<file path="src/rtl/register_writeback_pkg.sv">
// Shared widths and payload types for the register write-back path.
package register_writeback_pkg;

    localparam int unsigned WB_DATA_W   = 32;
    localparam int unsigned WB_ADDR_W   = 4;
    localparam int unsigned WB_NUM_REGS = 1 << WB_ADDR_W;
    localparam int unsigned WB_DEPTH    = 4;
    localparam int unsigned WB_ENTRY_W  = WB_ADDR_W + WB_DATA_W;

    // One pending register write: destination index and value.
    typedef struct packed {
        logic [WB_ADDR_W-1:0] wc;
        logic [WB_DATA_W-1:0] data;
    } wb_entry_t;

    // Occupancy counter width for a buffer of the given depth (0..depth inclusive).
    function automatic int unsigned wb_cnt_w(input int unsigned depth);
        return $clog2(depth) + 1;
    endfunction

endpackage

</file>
<file path="src/rtl/register_writeback_wb_fifo.sv">
// In-order write buffer: two pushes (a older than b) and one pop per cycle,
// with a flattened storage/valid view for the forwarding search.
module wb_fifo
    import register_writeback_pkg::*;
#(
    parameter  int unsigned ENTRY_W = WB_ENTRY_W,
    parameter  int unsigned DEPTH   = WB_DEPTH,
    localparam int unsigned PTR_W   = $clog2(DEPTH),
    localparam int unsigned CNT_W   = wb_cnt_w(DEPTH)
) (
    input  logic                       clk,
    input  logic                       rst_n,
    input  logic                       push_a,
    input  logic [ENTRY_W-1:0]         data_a,
    input  logic                       push_b,
    input  logic [ENTRY_W-1:0]         data_b,
    input  logic                       pop,
    output logic [DEPTH*ENTRY_W-1:0]   entries,
    output logic [DEPTH-1:0]           valid,
    output logic [PTR_W-1:0]           head,
    output logic [CNT_W-1:0]           count
);

    logic [ENTRY_W-1:0] mem_q [DEPTH];
    logic [DEPTH-1:0]   valid_q;
    logic [PTR_W-1:0]   head_q;
    logic [PTR_W-1:0]   tail_q;
    logic [CNT_W-1:0]   count_q;
    logic [PTR_W-1:0]   tail_nx;

    assign tail_nx = tail_q + PTR_W'(1);

    // Storage, pointers and occupancy; a push into the slot being popped wins.
    always_ff @(posedge clk or negedge rst_n) begin
        if (!rst_n) begin
            for (int unsigned k = 0; k < DEPTH; k++) begin
                mem_q[k] <= '0;
            end
            valid_q <= '0;
            head_q  <= '0;
            tail_q  <= '0;
            count_q <= '0;
        end else begin
            if (pop) begin
                valid_q[head_q] <= 1'b0;
                head_q          <= head_q + PTR_W'(1);
            end
            if (push_a) begin
                mem_q[tail_q]   <= data_a;
                valid_q[tail_q] <= 1'b1;
            end
            if (push_b) begin
                mem_q[tail_nx]   <= data_b;
                valid_q[tail_nx] <= 1'b1;
            end
            tail_q  <= tail_q + PTR_W'(push_a) + PTR_W'(push_b);
            count_q <= count_q + CNT_W'(push_a) + CNT_W'(push_b) - CNT_W'(pop);
        end
    end

    // Flattened view of every slot for the forwarding search.
    for (genvar k = 0; k < DEPTH; k++) begin : g_flat
        assign entries[k*ENTRY_W +: ENTRY_W] = mem_q[k];
    end

    assign valid = valid_q;
    assign head  = head_q;
    assign count = count_q;

endmodule

</file>
<file path="src/rtl/register_writeback.sv">
// Write-side producer for register_bank: arbitrates load/ALU results into an
// in-order buffer, drains one write per cycle and forwards pending writes.
module register_writeback
    import register_writeback_pkg::*;
#(
    parameter  int unsigned DATA_W = WB_DATA_W,
    parameter  int unsigned ADDR_W = WB_ADDR_W,
    parameter  int unsigned DEPTH  = WB_DEPTH,
    localparam int unsigned CNT_W  = wb_cnt_w(DEPTH)
) (
    input  logic              clk,
    input  logic              rst_n,
    input  logic              mem_valid,
    input  logic [ADDR_W-1:0] mem_wc,
    input  logic [DATA_W-1:0] mem_data,
    output logic              mem_ready,
    input  logic              alu_valid,
    input  logic [ADDR_W-1:0] alu_wc,
    input  logic [DATA_W-1:0] alu_data,
    output logic              alu_ready,
    output logic [ADDR_W-1:0] wc,
    output logic [DATA_W-1:0] wpc,
    output logic              w_rb,
    input  logic [ADDR_W-1:0] ra,
    input  logic [ADDR_W-1:0] rb,
    output logic              fwd_a_hit,
    output logic              fwd_b_hit,
    output logic [DATA_W-1:0] fwd_a_data,
    output logic [DATA_W-1:0] fwd_b_data,
    output logic [CNT_W-1:0]  count,
    output logic              full,
    output logic              empty
);

    localparam int unsigned ENTRY_W = ADDR_W + DATA_W;
    localparam int unsigned PTR_W   = $clog2(DEPTH);

    typedef struct packed {
        logic [ADDR_W-1:0] wc;
        logic [DATA_W-1:0] data;
    } entry_t;

    logic [DEPTH*ENTRY_W-1:0] entries;
    logic [DEPTH-1:0]         valid;
    logic [PTR_W-1:0]         head;
    entry_t                   ent [DEPTH];

    logic [CNT_W-1:0] free_c;
    logic             mem_acc;
    logic             alu_acc;
    logic             push_a;
    logic             push_b;
    entry_t           data_a;
    entry_t           data_b;
    logic             pop;
    logic [PTR_W-1:0] idx;

    assign empty = (count == '0);
    assign full  = (count == CNT_W'(DEPTH));
    assign pop   = !empty;

    // Free slots include the credit of the head draining this cycle.
    assign free_c    = CNT_W'(DEPTH) - count + CNT_W'(!empty);
    assign mem_ready = (free_c >= CNT_W'(1));
    assign alu_ready = (free_c >= CNT_W'(2)) || ((free_c >= CNT_W'(1)) && !mem_valid);

    assign mem_acc = mem_valid && mem_ready;
    assign alu_acc = alu_valid && alu_ready;

    // Load result is older than an ALU result accepted in the same cycle.
    assign push_a = mem_acc || alu_acc;
    assign push_b = mem_acc && alu_acc;
    assign data_a = mem_acc ? entry_t'{wc: mem_wc, data: mem_data}
                            : entry_t'{wc: alu_wc, data: alu_data};
    assign data_b = entry_t'{wc: alu_wc, data: alu_data};

    wb_fifo #(
        .ENTRY_W (ENTRY_W),
        .DEPTH   (DEPTH)
    ) u_fifo (
        .clk     (clk),
        .rst_n   (rst_n),
        .push_a  (push_a),
        .data_a  (data_a),
        .push_b  (push_b),
        .data_b  (data_b),
        .pop     (pop),
        .entries (entries),
        .valid   (valid),
        .head    (head),
        .count   (count)
    );

    for (genvar k = 0; k < DEPTH; k++) begin : g_unpack
        assign ent[k] = entry_t'(entries[k*ENTRY_W +: ENTRY_W]);
    end

    // Bank write port: head entry, forced to zero while the buffer is empty.
    assign w_rb = !empty;
    assign wc   = empty ? '0 : ent[head].wc;
    assign wpc  = empty ? '0 : ent[head].data;

    // Forwarding: scan oldest to youngest so the youngest match is kept.
    always_comb begin
        fwd_a_hit  = 1'b0;
        fwd_a_data = '0;
        fwd_b_hit  = 1'b0;
        fwd_b_data = '0;
        idx        = '0;
        for (int unsigned i = 0; i < DEPTH; i++) begin
            idx = head + PTR_W'(i);
            if (valid[idx] && (ent[idx].wc == ra)) begin
                fwd_a_hit  = 1'b1;
                fwd_a_data = ent[idx].data;
            end
            if (valid[idx] && (ent[idx].wc == rb)) begin
                fwd_b_hit  = 1'b1;
                fwd_b_data = ent[idx].data;
            end
        end
    end

endmodule

</file>
<file path="config.mk">
export PLATFORM = sky130hd
export DESIGN_NAME = register_writeback
export DESIGN_NICKNAME = d
export VERILOG_FILES = /design/src/rtl/register_writeback_pkg.sv /design/src/rtl/register_writeback_wb_fifo.sv /design/src/rtl/register_writeback.sv
export SDC_FILE = /design/constraint.sdc
export NUM_CORES = 1
export LEC_CHECK = 0
export BUFFER_PORTS_ARGS = -buffer_cell sky130_fd_sc_hd__buf_2
export CAP_MARGIN = 20
export CORE_AREA = 10 10 179 181
export CTS_BUF_LIST = sky130_fd_sc_hd__clkbuf_8
export CTS_CLUSTER_DIAMETER = 60
export DETAILED_ROUTE_END_ITERATION = 8
export DIE_AREA = 0 0 189 191
export GPL_TIMING_DRIVEN = 0
export SKIP_CTS_REPAIR_TIMING = 1
export SLEW_MARGIN = 30
export SYNTH_ARGS = -nofsm -noshare
export SYNTH_HDL_FRONTEND = slang
export SYNTH_SLANG_ARGS = --single-unit
export TNS_END_PERCENT = 1
</file>
<file path="constraint.sdc">
create_clock -name clk -period 7.3 [get_ports clk]
set_input_delay 1.46 -clock clk [delete_from_list [all_inputs] [get_ports clk]]
set_output_delay 1.46 -clock clk [all_outputs]
set_load 0.005 [all_outputs]
</file>
==> results by group <==
Critical path
  • Critical-path top delay cell: mux4_2
  • CP most frequent cell: buf_2
  • Crit path buf inv count: 11
  • R2R Setup Slk: 2.90 ns
  • Nature of the critical path endpoint: output pin
  • Setup Crit Path Kind: reg -> out
  • Reg2reg end: u_fifo.head[1]
  • Worst Setup SP: u_fifo.head[0]
  • Crit path required time: 5.84 ns
  • Worst r2r path cells: 14
  • Element type at the critical path start: flip-flop
  • Worst-path cell chain: buf_6 > buf_8 > buf_6 > buf_2 > buf_4 > clkbuf_4 > inv_1 > ha_1 > clkbuf_4 > mux4_2 > xor2_1 > nor3_4 > buf_12 > nand3b_1 > buf_2 > o21ai_0 > a22o_1 > buf_2
  • CP peak stage delay: 0.58 ns
  • Crit path max-delay family: buffers and inverters
  • RR Startpoint: u_fifo.head[0]
  • Worst Setup EP: fwd_b_data[11]
  • CP Data Arrival Time: 5.67 ns
  • Max FO, Critical Path: 10
  • Stages on the worst setup path: 18

Routing
  • DRC: 1
  • Vias per cell: 6.82
  • DR WL/cell: 28.8 um
  • Vias post-DR: 13,600
  • DR iter-0 viols: 1,964
  • 1st-pass router iterations: 9
  • Antenna-violating nets left: 0
  • Final wirelength: 57.4 mm

Place
  • Placed cell areas: 14,000 um2
  • GPL Wtd Cong: 0.986
  • Dpl hpwl: 40.8 mm
  • Placed Cells: 1,958
  • Buffers added on ports: 187

Clocking
  • TritonCTS clock tree: built
  • Clock Path Buffers: 2
  • Root Buffer: clkbuf_8
  • TritonCTS Sinks: 155
  • H-tree level count: 4
  • Worst-Skew Late Latency: 0.49 ns
  • CTS buffer count: 17
  • Clock transition at path regs: 0.10 ns

Global route
  • Initial antenna violation count: 0
  • Vias in the first global route: 13,400
  • Largest net degree at the start of global routing: 83
  • Grt ovf: 0
  • Global-route wire length before repair: 84.4 mm
  • Overall routing resource usage: 30.7%

Pwr
  • Power density over the cells: 670 nW/um2
  • Leakage: 0.00593 uW
  • Peak VDD IR: 0.000288 V

Floorplan
  • Die Span Y: 191 um
  • Num ports: 194
  • Core region area: 28,500 um2
  • Std-Cell Rows: 62
  • Starting density of the core: 44.2%
  • Die area: 36,100 um2
  • Chip Width: 189 um

STA
  • Fmax: 140 MHz
  • Final hold viol count: 0
  • Tcrit/Tclk final: 97.7%
  • Clock Skew: 0.0136 ns
  • Final Critical Period: 7.13 ns
  • Tightest Pin Transition: 1.05 ns
  • Hold WS: 0.565 ns
  • Worst rel slew slack: 30.0%
  • Setup Total Neg Slack: 0 ns
  • Final setup fails: 0
  • Pins Over Slew Limit: 0

Logic synthesis
  • Unique masters post-synth: 62
  • Synthesis Warnings: 0
  • Synthesized instance count: 1,384
  • Register area share after synthesis: 30.8%
  • Ys flop type: dfrtp_1
  • Synthesized flop and latch total: 155
  • FFs w/ async S/R, synth: 100%
  • Syn nets: 1,477
  • Mapped Area: 12,600 um2
  • Synth Area per Inst: 9.09 um2
  • Number of synthesized flops with an enable pin: 0

Final layout
  • Fillers: 2,808
  • Finished Layout Cells: 1,992
  • Fin area: 14,500 um2
  • Layout cells sized above 1: 26.1%
  • Area of the multi-input gates: 7940 um2
  • Reg area: 3880 um2
  • Layout area overhead: 15.2%
  • Final nets: 1,687

Status
  • Violated checks: DRC
  • Status: finished, violations left

Min path
  • Hold path depth: 1
  • Hold Path Class: reg -> reg

Run
  • Max-cap viol count: 0
## report_power, final
| group | switching, uW | internal [uW] |
|---|---|---|
| Clock | 408 | 292 |
| Combinational | 4170 | 3050 |
| Sequential | 493 | 1300 |
| Total | 5080 | 4640 |
## kinds of logic after synthesis
group / synth area share [%]
compound gates: 26.9
xor+xnor: 2.85
fa+ha+maj: 1.07
buf+inv: 6.12
flops: 30.8
mux: 21.3
other cells: 0.0298
simple gates: 10.9
## Yosys cell counts, types with 3 or more instances
master,count,share of area (%)
a21oi_1,174,6.9
a221oi_1,12,0.84
a221oi_2,20,2.4
a22o_1,16,1.1
a22oi_1,3,0.18
a2bb2oi_1,35,2.4
a31oi_1,3,0.15
and2_1,17,0.85
and3_1,3,0.15
buf_1,13,0.39
buf_2,31,1.2
buf_4,3,0.18
buf_6,7,0.63
clkbuf_1,80,2.4
dfrtp_1,155,31
fa_1,3,0.48
ha_1,6,0.60
inv_1,29,0.86
mux2_2,30,2.7
mux2i_1,53,4.2
mux2i_2,4,0.44
mux4_2,78,14
nand2_1,107,3.2
nand3_1,5,0.20
nor2_1,164,4.9
nor2b_1,4,0.20
nor3_1,4,0.16
nor4_1,4,0.20
o21ai_0,62,2.5
o21ai_1,3,0.12
o221ai_1,29,2.0
o22ai_1,146,7.3
or2_2,4,0.20
or3_1,5,0.25
xnor2_1,31,2.2
xor2_1,10,0.70
## routing by layer
metal	vias up	part of all wire (%)	track usage [%]	routed length [um]
li1	5679	-	-	-
met1	6678	40	41.2	22800
met2	1053	44	46.6	25400
met5	-	0	0	0
met3	166	12	7.74	6980
met4	0	3.9	12.4	2220
## flip-flops by register name, indices dropped and copies added, names as in the netlist
name	count
u_fifo.count	3
u_fifo.head	2
u_fifo.tail_q	2
u_fifo.valid	4
u_fifo.entries	144
## placed cells by master, fill, tap and decap left out, drive strengths merged, types with 16 or more instances in the layout
master,synthesis,final
clkbuf,82,103
a2bb2oi,35,35
o21ai,65,65
buf,56,244
a21oi,175,175
inv,31,37
a22o,16,16
mux2i,57,57
dfrtp,155,155
and2,17,17
nand2,107,107
o221ai,29,29
o22ai,146,146
a221oi,32,32
mux2,30,30
xnor2,31,31
mux4,78,78
nor2,165,165
## how the worst min path moves through the flow
stage	start	end	slack, ns
finish	u_fifo.valid[0]	u_fifo.valid[0]	0.57
detailed placement	u_fifo.valid[3]	u_fifo.valid[3]	0.54
global route	u_fifo.valid[0]	u_fifo.valid[0]	0.58
CTS	u_fifo.valid[3]	u_fifo.valid[3]	0.56
global placement	u_fifo.valid[0]	u_fifo.valid[0]	0.52
floorplan	u_fifo.valid[0]	u_fifo.valid[0]	0.49
## through the flow
step                utilization [%]  setup slack [ns]  power (uW)
CTS                            50.8            -0.168        9470
detailed placement             49.3             0.357        8760
finish                         50.9             0.166        9720
global route                   50.9           -0.0114       10200
global placement               49.2             0.359        8660
floorplan                         -              1.88        6320
## cell type report
class | count | share of cell area (%)
Multi-Input combinational cell | 1059 | 54.8
Sequential cell | 155 | 26.8
Timing Repair Buffer | 191 | 6.92
Buffer | 138 | 4.58
Tap cell | 384 | 3.31
Clock buffer | 18 | 1.71
Clock inverter | 14 | 1.06
Inverter | 32 | 0.829
Antenna cell | 1 | 0.0173
Power figures use the tool's default switching activity.
